--- src/rtl/rr_arbiter8_pkg.sv ---
`default_nettype none
// ============================================================================
// Module   : rr_arbiter8_pkg
// Brief    : Shared constants, state encoding and lowest-set-bit encoder for
//            the 8-way round-robin arbiter.
// Revision : 1.0
// ============================================================================
package rr_arbiter8_pkg;

    localparam int N_REQ        = 8;
    localparam int ID_W         = 3;
    localparam int MAX_HOLD_DEF = 16;

    typedef enum logic {
        IDLE  = 1'b0,
        GRANT = 1'b1
    } state_e;

    // Index of the lowest set bit; 0 when the vector is empty.
    function automatic logic [ID_W-1:0] lsb_index(input logic [N_REQ-1:0] v);
        logic [ID_W-1:0] idx;
        idx = '0;
        for (int i = N_REQ - 1; i >= 0; i--) begin
            if (v[i]) begin
                idx = ID_W'(i);
            end
        end
        return idx;
    endfunction

endpackage
`default_nettype wire

--- src/rtl/rr_pick8.sv ---
`default_nettype none
// ============================================================================
// Module   : rr_pick8
// Brief    : Combinational round-robin pick: lowest request strictly above
//            the last owner, falling back to the lowest request overall.
// Revision : 1.0
// ============================================================================
module rr_pick8
    import rr_arbiter8_pkg::*;
(
    input  logic [N_REQ-1:0] req,
    input  logic [ID_W-1:0]  last,
    output logic [ID_W-1:0]  winner,
    output logic             found
);

    logic [N_REQ-1:0] above_last;
    logic [N_REQ-1:0] masked;
    logic [ID_W-1:0]  win_masked;
    logic [ID_W-1:0]  win_any;

    for (genvar i = 0; i < N_REQ; i++) begin : g_mask
        assign above_last[i] = (ID_W'(i) > last);
    end

    always_comb begin
        masked     = req & above_last;
        win_masked = lsb_index(masked);
        win_any    = lsb_index(req);
        winner     = (|masked) ? win_masked : win_any;
        found      = |req;
    end

endmodule
`default_nettype wire

--- src/rtl/rr_arbiter8.sv ---
`default_nettype none
// ============================================================================
// Module   : rr_arbiter8
// Brief    : 8-requester round-robin arbiter with registered one-hot grant.
//            Optional hold-time preemption enabled by macro GRANT_TIMEOUT_EN.
// Revision : 1.0
// ============================================================================
module rr_arbiter8
    import rr_arbiter8_pkg::*;
#(
    parameter int MAX_HOLD = MAX_HOLD_DEF,
    parameter int HOLD_W   = 8
) (
    input  logic             clk,
    input  logic             rst_n,
    input  logic [N_REQ-1:0] req,
    output logic [N_REQ-1:0] gnt,
    output logic [ID_W-1:0]  gnt_id,
    output logic             gnt_valid,
    output logic             none
);

    if (MAX_HOLD < 2 || MAX_HOLD > 256 || (2 ** HOLD_W) < MAX_HOLD) begin : g_bad_params
        $error("rr_arbiter8: MAX_HOLD/HOLD_W out of legal range");
    end

    state_e           state_q, state_d;
    logic [N_REQ-1:0] gnt_q, gnt_d;
    logic [ID_W-1:0]  gnt_id_q, gnt_id_d;
    logic             gnt_valid_q, gnt_valid_d;
    logic             none_q, none_d;
    logic [ID_W-1:0]  last_q, last_d;
`ifdef GRANT_TIMEOUT_EN
    logic [HOLD_W-1:0] hold_q, hold_d;
`endif

    logic [ID_W-1:0] winner;
    logic            found;
    logic            take;

    // last_q always equals the current owner while in GRANT, so the pick
    // automatically demotes the owner to lowest priority.
    rr_pick8 u_pick (
        .req    (req),
        .last   (last_q),
        .winner (winner),
        .found  (found)
    );

    always_comb begin
        state_d     = state_q;
        gnt_d       = gnt_q;
        gnt_id_d    = gnt_id_q;
        gnt_valid_d = gnt_valid_q;
        none_d      = none_q;
        last_d      = last_q;
        take        = 1'b0;
`ifdef GRANT_TIMEOUT_EN
        hold_d      = hold_q;
`endif

        unique case (state_q)
            IDLE: begin
                take = found;
            end
            GRANT: begin
                if (req[gnt_id_q]) begin
`ifdef GRANT_TIMEOUT_EN
                    if (hold_q == HOLD_W'(MAX_HOLD - 1)) begin
                        take = |(req & ~gnt_q);
                    end else begin
                        hold_d = hold_q + HOLD_W'(1);
                    end
`endif
                end else if (found) begin
                    take = 1'b1;
                end else begin
                    state_d     = IDLE;
                    gnt_d       = '0;
                    gnt_id_d    = '0;
                    gnt_valid_d = 1'b0;
                    none_d      = 1'b1;
                end
            end
            default: begin
                state_d = IDLE;
            end
        endcase

        if (take) begin
            state_d     = GRANT;
            gnt_d       = N_REQ'(1) << winner;
            gnt_id_d    = winner;
            gnt_valid_d = 1'b1;
            none_d      = 1'b0;
            last_d      = winner;
`ifdef GRANT_TIMEOUT_EN
            hold_d      = '0;
`endif
        end
    end

    always_ff @(posedge clk or negedge rst_n) begin
        if (!rst_n) begin
            state_q     <= IDLE;
            gnt_q       <= '0;
            gnt_id_q    <= '0;
            gnt_valid_q <= 1'b0;
            none_q      <= 1'b1;
            last_q      <= ID_W'(N_REQ - 1);
`ifdef GRANT_TIMEOUT_EN
            hold_q      <= '0;
`endif
        end else begin
            state_q     <= state_d;
            gnt_q       <= gnt_d;
            gnt_id_q    <= gnt_id_d;
            gnt_valid_q <= gnt_valid_d;
            none_q      <= none_d;
            last_q      <= last_d;
`ifdef GRANT_TIMEOUT_EN
            hold_q      <= hold_d;
`endif
        end
    end

    assign gnt       = gnt_q;
    assign gnt_id    = gnt_id_q;
    assign gnt_valid = gnt_valid_q;
    assign none      = none_q;

endmodule
`default_nettype wire

--- config.mk ---
export PLATFORM = sky130hd
export DESIGN_NAME = rr_arbiter8
export DESIGN_NICKNAME = d
export VERILOG_FILES = /design/src/rtl/rr_arbiter8_pkg.sv /design/src/rtl/rr_pick8.sv /design/src/rtl/rr_arbiter8.sv
export SDC_FILE = /design/constraint.sdc
export NUM_CORES = 1
export LEC_CHECK = 0
export CAP_MARGIN = 20
export CORE_UTILIZATION = 40
export DETAILED_ROUTE_END_ITERATION = 8
export PLACE_DENSITY_LB_ADDON = 0.08
export REMOVE_ABC_BUFFERS = 1
export SLEW_MARGIN = 20
export SYNTH_ARGS = -nofsm -noshare
export SYNTH_HDL_FRONTEND = slang
export SYNTH_SLANG_ARGS = --single-unit
--- constraint.sdc ---
create_clock -name clk -period 2.6 [get_ports clk]
set_input_delay 0.52 -clock clk [delete_from_list [all_inputs] [get_ports clk]]
set_output_delay 0.52 -clock clk [all_outputs]
set_load 0.02 [all_outputs]
# Word-level counts from Yosys, hierarchy flattened
# Index checks and enable logic that the tools add are counted.
dict set report classes {
  magnitude_cmp 9
  n_eq_ne 2
  n_shift 1
  n_mux 41
  n_bitwise 2
  n_reduce_logical 4
}
# operator n
set ops {}
lappend ops {{2-to-1 mux 3 bit} 21}
lappend ops {{2-to-1 mux 8 bit} 4}
lappend ops {{OR reduction 8 bit} 2}
lappend ops {{2-to-1 mux 1 bit} 14}
lappend ops {{> comparator 3 bit, first input constant} 4}
lappend ops {{bitwise AND 8 bit} 1}
lappend ops {{<< shifter 1 x 3 -> 8 bit, first input constant} 1}
lappend ops {{> comparator 1 x 3 -> 1 bit, first input constant} 2}
lappend ops {{> comparator 2 x 3 -> 1 bit, first input constant} 2}
lappend ops {{less-than comparator 3 x 4 -> 1 bit, second input constant} 1}
lappend ops {{binary-select mux 1 bit (select 3 bit)} 1}
lappend ops {{AND reduction 3 bit} 1}
lappend ops {{!= test 2 x 1 -> 1 bit, second input constant} 1}
lappend ops {{!= test 2 bit, second input constant} 1}
lappend ops {{one-hot mux 1 bit (2 select lines)} 1}
lappend ops {{nonzero test 2 bit} 1}
lappend ops {{NOT 1 bit} 1}
dict set report word_totals {
  reg_bits 17
  in_bits 10
  out_inout_bits 13
  elab_cells 65
}

# Logic depth before layout (Yosys ltp)
# Gate-level depths: netlist (run 1).
dict set report depth {
  ltp_word 13
  depth_mapped 8
  mapped_depth_nobuf 6
}

# Hierarchy
# Synthesis (run 1) repeated with hierarchy kept, for this count alone.
dict set report unflattened {
  hier_cells 103
  area_unflattened_um2 1088.5
}
# mod instances cells_each area_per_inst_um2 seq_area_each_um2
set modules_own_cells {}
lappend modules_own_cells {rr_arbiter8 1 61 818.3 430.4}
lappend modules_own_cells {rr_pick8 1 42 270.3 0.0}

# Least setup slack after synthesis (run 1)
# Ideal clock, no wire load.
dict set report synth_path {
  path_type {register to register}
  startpoint {register gnt_id_q[1], in the netlist gnt_id[1]}
  endpoint {register gnt_q[5], in the netlist gnt[5]}
  setup_time_ns 0.121
  arrival_ns 1.752
  required_ns 2.479
  path_slack_ns 0.727
  path_stages_with_launch 8
  path_buffers 2
  synth_period_minus_slack_ns 1.873
  cell_sequence {dfrtp_1 -> buf_4 -> mux2_4 -> o22ai_4 -> o21ai_1 -> a21boi_1 -> buf_2 -> a22o_1}
}
dict set report synth_between {
  elab_chain_len 6
  word_cells_on_any_way 9
  classes_between {eq/ne: 2; mux: 5; reduce/logical: 2}
}
# element line
set synth_lines {}
lappend synth_lines {{from (decl)} rr_arbiter8.sv:29} ;# logic [ID_W-1:0] gnt_id_q, gnt_id_d;
lappend synth_lines {{from (signal assigned)} rr_arbiter8.sv:117} ;# gnt_id_q <= gnt_id_d;
lappend synth_lines {{binary-select mux 1 bit (select 3 bit) (*)} rr_arbiter8.sv:67} ;# if (req[gnt_id_q]) begin
lappend synth_lines {{2-to-1 mux 1 bit (implied by the code) (*)} rr_arbiter8.sv:67}
lappend synth_lines {{2-to-1 mux 1 bit} rr_arbiter8.sv:67}
lappend synth_lines {{one-hot mux 1 bit (2 select lines)} rr_arbiter8.sv:62} ;# unique case (state_q)
lappend synth_lines {{!= test 2 bit (no line), or another cell as far along} -}
lappend synth_lines {{AND reduction 3 bit (no line)} -}
lappend synth_lines {{to (signal assigned)} rr_arbiter8.sv:116} ;# gnt_q <= gnt_d;
lappend synth_lines {{to (decl)} rr_arbiter8.sv:28} ;# logic [N_REQ-1:0] gnt_q, gnt_d;
# Mark *: on every way between the ends. The rest lies on a longest branch, timed or not. The select of a mux whose other input is x is not followed.
# A chain may end at the register's enable or synchronous reset.

# Worst setup path in the final report (run 1)
dict set report layout_path {
  startpoint {input req[4]}
  endpoint {register gnt_q[4], in the netlist gnt[4]}
}
dict set report layout_between {
  elab_chain_len 9
  word_cells_on_any_way 25
  classes_between {eq/ne: 2; shift: 1; mux: 17; bitwise: 1; reduce/logical: 4}
}
# element line
set layout_lines {}
lappend layout_lines {{from (decl)} rr_arbiter8.sv:16} ;# input logic [N_REQ-1:0] req,
lappend layout_lines {{branches (longest 9 deep; another with binary-select mux 1 bit (select 3 bit))} -}
# Several ways; the timed one is not identified. The select of a mux whose other input is x is not followed.

==> flow_metrics.py, run 1 <==
metrics = {
    "detailed_routing": {
        "drc_errors": 0,
        "drt_wl_total_um": 2332,
        "ant_nets": 0,
        "drt-pass1-iter-count": 3,
        "drt_iter0_markers": 10,
        "via_count": 925,
        "wire_per_inst_um": 14.31,
        "avgViaCountPerCell": 5.675,
    },
    "timing": {
        "fin_hold_ws_ns": 0.4855,
        "maxSlewHeadroom": 0.4998,
        "skew_ns": 0.0007822,
        "finalSetupViolations": 0,
        "clock.fmax_ghz": 0.4487,
        "finalHoldViolations": 0,
        "fin_ws_ns": 0.3712,
        "slew_viol_final": 0,
        "grt_setup_unrepaired": "no",
        "period_minus_slack_ns": 2.229,
        "fin_setup_tns_ns": 0,
        "worst_slew_pin_slew_ns": 0.7480,
        "fin_crit_sh": 0.8572,
    },
    "cts": {
        "cts_hold_buf": 0,
        "cts_tree": "yes",
        "numClockSinks": 17,
        "h-tree-depth": 1,
        "cts_resized": 0,
        "clkLatencyLatePin_ns": 0.28,
        "postCtsSetupRepairBufs": 0,
        "cts-buffers-inserted": 3,
        "cts_buffer_depth": 2,
        "cts_root_buf": "clkbuf_4",
        "clkSlewWorstSetupHoldPaths_ns": 0.09,
    },
    "power": {
        "powerDensity_mw_per_mm2": 1207,
        "switching_share": 0.4427,
        "pwr-share-comb": 0.608,
        "p_sw_uw": 738.0,
        "p_leak_uw": 0.0005664,
        "p_int_uw": 929.0,
        "ir_worst_vdd_uv": 713.1,
        "seqPwrFrac": 0.311,
        "p_clk_frac": 0.081,
    },
    "floorplanning": {
        "start_util": 0.4366,
        "ios": 23,
        "rows": 18,
        "die_area_mm2": 0.002993,
        "core_mm2": 0.002545,
        "die_w_um": 54.71,
        "dieHeight_um": 54.71,
    },
    "run": {
        "maxCapViolations": 0,
    },
    "global_route": {
        "met2_usage": 0.2831,
        "grt_pass1_vias": 886,
        "use_met1": 0.2603,
        "grt_pass1_wl_um": 3974,
        "met3_usage": 0.01944,
        "gr-usage-all-layers": 0.1860,
        "top_usage_layer": "met2",
        "grt_max_degree": 18,
        "antenna_found_initial": 0,
        "overflow": 0,
    },
    "final_layout": {
        "drive_above_1_share": 0.1955,
        "area_growth_pct": 24.32,
        "post-route-util": 0.5428,
        "fillCellCount": 237,
        "layout.nets": 144,
        "antenna-diode-count": 0,
        "stdcell_count": 163,
    },
    "synthesis": {
        "netlist_instances": 109,
        "synth_ff_type": "dfrtp_1",
        "netlist_top_cells_area": "dfrtp_1, dfstp_2, a22o_1",
        "synth-seq-cells": 17,
        "syn-cell-area_mm2": 0.001111,
        "synthDistinctLibCells": 46,
        "synth_top_area_cell": "dfrtp_1",
        "yosysWarnings": 0,
        "synth_edf_count": 0,
        "synth_top_area_share": 0.2928,
        "syn_area_per_cell_um2": 10.19,
        "synth.most_common_cell": "dfrtp_1",
        "ys_top_cells_by_count": "dfrtp_1, nand2_1, nor2_1, a22o_1, o21ai_0",
        "ys_seq_area_frac": 0.3874,
        "synth-async-reset-ratio": 1.000,
    },
    "critical_path": {
        "required_ns": 2.77,
        "critPathMaxFanout": 6,
        "cp-startpoint": "req[4]",
        "end_kind": "flip-flop",
        "cp.arrival_ns": 2.40,
        "worstSetupPathType": "in2reg",
        "r2r-start": "last_q[2]$_DFFE_PN1P_",
        "critPathLaunchType": "input port",
    },
    "placement": {
        "dp_slack_ns": 0.1169,
        "hpwl_um": 1763,
        "dp.cells": 159,
        "io_buffers": 22,
        "gp_congestion": 0.8471,
    },
    "hold_path": {
        "hold_class": "reg2reg",
        "worstHoldStart": "gnt_valid$_DFFE_PN0P_",
    },
    "outcome": {
        "status": "finished clean",
    },
}
[cell type report]
type,count,area [um^2],area share
timing repair buffer,25,242.7,0.1757
sequential,17,430.4,0.3116
clock buffer,4,26.28,0.01902
inverter,4,15.01,0.01087
multi-input combinational,83,629.4,0.4556
tap,30,37.54,0.02717
[per-stage QoR]
stage	cell area [um^2]	total power [uW]
5_1_grt	1381	1806
3_3_place_gp	1355	1541
4_1_cts	1381	1682
6_report	1381	1667
3_5_place_dp	1355	1540
2_1_floorplan	1075	1189
[cell usage in the layout, fill, tap and decap left out, drive strengths merged, types with 2 or more instances in the layout]
| master | count |
|---|---|
| a32o | 2 |
| nor2b | 3 |
| a21boi | 4 |
| nand2b | 4 |
| o22ai | 2 |
| a21o | 3 |
| inv | 4 |
| dfrtp | 13 |
| mux2i | 2 |
| nor4 | 2 |
| nor2 | 8 |
| o31ai | 3 |
| nor3 | 4 |
| a21oi | 4 |
| clkbuf | 4 |
| a22o | 7 |
| o21a | 2 |
| clkdlybuf4s50 | 22 |
| buf | 3 |
| and2b | 2 |
| mux2 | 2 |
| dfstp | 4 |
| nand2 | 10 |
| o21ai | 7 |
| nand3 | 3 |
[critical path, cell delays in order]
cell	delay, ns
clkdlybuf4s50_1	0.52
and2b_2	0.25
o21a_1	0.20
o31ai_1	0.40
a21oi_1	0.20
a32o_1	0.30
[kinds of logic after synthesis]
family,after synthesis,synth area share
mux,4,0.04166
compound gates,41,0.3266
buf+inv,9,0.04617
flops,17,0.3874
simple gates,38,0.1982
[per-layer routing]
| metal | part of all wire | vias up | wire length, um |
|---|---|---|---|
| met2 | 0.45 | 16 | 1039 |
| met5 | 0 | - | 0 |
| met1 | 0.52 | 450 | 1203 |
| met3 | 0.024 | 4 | 55 |
| met4 | 0.015 | 0 | 34 |
| li1 | - | 455 | - |
[registers in the layout, summed over array words and instances, names as in the netlist]
register and count:
gnt 8, gnt_id 3, last_q 3, gnt_valid 1, none 1, state_q 1
[path summary, 6_finish.rpt]
path | end | slack [ns] | cells past startpoint
min in group asynchronous | gnt[1]$_DFFE_PN0P_ | 0.67 | 1
max reg2reg | gnt[4]$_DFFE_PN0P_ | 0.47 | 5
max in group asynchronous | gnt_id[0]$_DFFE_PN0P_ | 1.46 | 1
max | gnt[4]$_DFFE_PN0P_ | 0.37 | 6
min reg2reg | gnt_valid$_DFFE_PN0P_ | 0.49 | 2
min | gnt_valid$_DFFE_PN0P_ | 0.49 | 2
[power groups by stage]
| stage | clock network [uW] | logic (uW) | registers (uW) |
|---|---|---|---|
| after floorplan | 0 | 615 | 574 |
| after global placement | 0 | 1020 | 520 |
| after detailed placement | 0 | 1020 | 522 |
| after CTS | 141 | 1020 | 517 |
| after global routing | 156 | 1110 | 543 |
| final | 135 | 1010 | 518 |
No activity file was read; power rests on OpenSTA's default activity.
==> inputs of run 2 (changes only) <==
Settings changed: CORE_MARGIN set to 2.
==> run 2 against run 1 <==
  * Critical path depth is 1 higher
  * Cell count is 1.8% higher
  * Count of clock-buffer cells in the layout stayed put
  * Register-to-register slack better by 0.04 ns
  * Wire length is 4.0% higher
  * Setup slack better by 0.0040 ns
  * Via count is 1.5% lower
  * Non-clock buffer count is 2 higher
  * Fmax is 0.18% higher
  * Critical path type unchanged
  * Highest routed layer unchanged
==> flow_metrics.py, run 2 (synthesis gave the netlist of run 1 again) <==
metrics = {
    "outcome": {
        "status": "finished clean",
    },
    "critical_path": {
        "critPathMaxFanout": 11,
        "end_kind": "flip-flop",
        "critPathLaunchType": "input port",
        "required_ns": 2.78,
        "cp.arrival_ns": 2.40,
        "worstSetupPathType": "in2reg",
    },
    "cts": {
        "cts_hold_buf": 0,
        "cts_root_buf": "clkbuf_4",
        "numClockSinks": 17,
        "cts_tree": "yes",
        "cts_resized": 0,
        "clkSlewWorstSetupHoldPaths_ns": 0.09,
        "cts_buffer_depth": 2,
        "h-tree-depth": 1,
        "postCtsSetupRepairBufs": 0,
        "cts-buffers-inserted": 3,
        "clkLatencyLatePin_ns": 0.28,
    },
    "final_layout": {
        "antenna-diode-count": 0,
        "layout_common_cells": "clkdlybuf4s50_1, dfrtp_1, nand2_1, nor2_1, a22o_1",
        "area_growth_pct": 25.79,
        "fillCellCount": 246,
        "largest_reg_flops": 8,
        "drive_above_1_share": 0.2074,
        "layout.nets": 146,
        "layout_commonest_cell": "clkdlybuf4s50_1",
    },
    "floorplanning": {
        "start_util": 0.4136,
        "ios": 23,
        "dieHeight_um": 56.71,
        "die_area_mm2": 0.003215,
        "core_mm2": 0.002686,
        "die_w_um": 56.71,
        "rows": 19,
    },
    "detailed_routing": {
        "via_count": 911,
        "wire_per_inst_um": 14.61,
        "drt_iter0_markers": 9,
        "drt-pass1-iter-count": 4,
        "avgViaCountPerCell": 5.488,
        "drt_wl_total_um": 2426,
        "ant_nets": 0,
        "drc_errors": 0,
    },
    "timing": {
        "period_minus_slack_ns": 2.225,
        "fin_setup_tns_ns": 0,
        "finalSetupViolations": 0,
        "slew_viol_final": 0,
        "fin_crit_sh": 0.8557,
        "clock.fmax_ghz": 0.4495,
        "skew_ns": 0.004242,
        "worst_slew_pin_slew_ns": 0.7224,
        "grt_setup_unrepaired": "no",
        "finalHoldViolations": 0,
        "maxSlewHeadroom": 0.5169,
        "fin_ws_ns": 0.3752,
    },
    "global_route": {
        "grt_max_degree": 18,
        "gr-usage-all-layers": 0.1700,
        "overflow": 0,
        "antenna_found_initial": 0,
        "grt_pass1_vias": 934,
        "grt_pass1_wl_um": 4326,
    },
    "placement": {
        "gp_congestion": 0.7311,
        "hpwl_um": 1846,
        "io_buffers": 22,
        "dp_slack_ns": 0.08728,
    },
    "run": {
        "maxCapViolations": 0,
    },
    "hold_path": {
        "hold_class": "reg2reg",
    },
    "power": {
        "p_leak_uw": 0.0005760,
        "powerDensity_mw_per_mm2": 1199,
        "ir_worst_vdd_uv": 646.8,
    },
}
==> run 2: layout make-up <==
class,instances,area (um^2),share of cell area
clock buffer,4,26.28,0.01880
inverter,4,15.01,0.01074
timing repair buffer,27,257.7,0.1844
tap,31,38.79,0.02775
multi-input combinational,83,629.4,0.4503
sequential,17,430.4,0.3080
==> run 2: path summary, 6_finish.rpt <==
| kind | from | endpoint | slack [ns] | cells past startpoint |
|---|---|---|---|---|
| max | req[2] | gnt[1]$_DFFE_PN0P_ | 0.38 | 7 |
| min | none$_DFFE_PN1P_ | none$_DFFE_PN1P_ | 0.48 | 2 |
| max reg2reg | last_q[2]$_DFFE_PN1P_ | gnt[7]$_DFFE_PN0P_ | 0.51 | 6 |
| min reg2reg | none$_DFFE_PN1P_ | none$_DFFE_PN1P_ | 0.48 | 2 |
| max in group asynchronous | rst_n | gnt_id[1]$_DFFE_PN0P_ | 1.48 | 1 |
| min in group asynchronous | rst_n | gnt[5]$_DFFE_PN0P_ | 0.66 | 1 |
==> run 2: critical path, cell delays in order <==
cell             delay (ns)
clkdlybuf4s50_1        0.56
nor4_2                 0.40
nand3_1                0.26
o31ai_4                0.15
buf_4                  0.24
nor3_2                 0.07
a22o_1                 0.20
==> run 2: layer usage <==
layer	GRT usage	vias to the layer above	routed length [um]
li1	-	459	-
met1	0.2290	437	1168
met2	0.2724	13	1172
met3	0.02995	2	71
met4	0.06122	0	13
met5	0	-	0
==> run 2: through the flow <==
stage	cell area [um^2]	std cells	hold WS, ns	power (uW)	util
finish	1398	166	0.4843	1676	0.5203
global route	1398	166	0.5124	1824	0.5203
CTS	1398	166	0.4933	1692	0.5203
detailed placement	1371	162	0.4714	1544	0.5105
global placement	1371	162	0.4640	1540	0.5105
floorplan	1075	104	0.2244	1189	-
==> run 2: where the power goes <==
part           internal (uW)  total (uW)  leakage [uW]  switching (uW)
registers                388         516      0.000206             128
logic                    483        1020      0.000355             541
clock network           59.5         136     0.0000150            76.2
total                    931        1680      0.000576             745
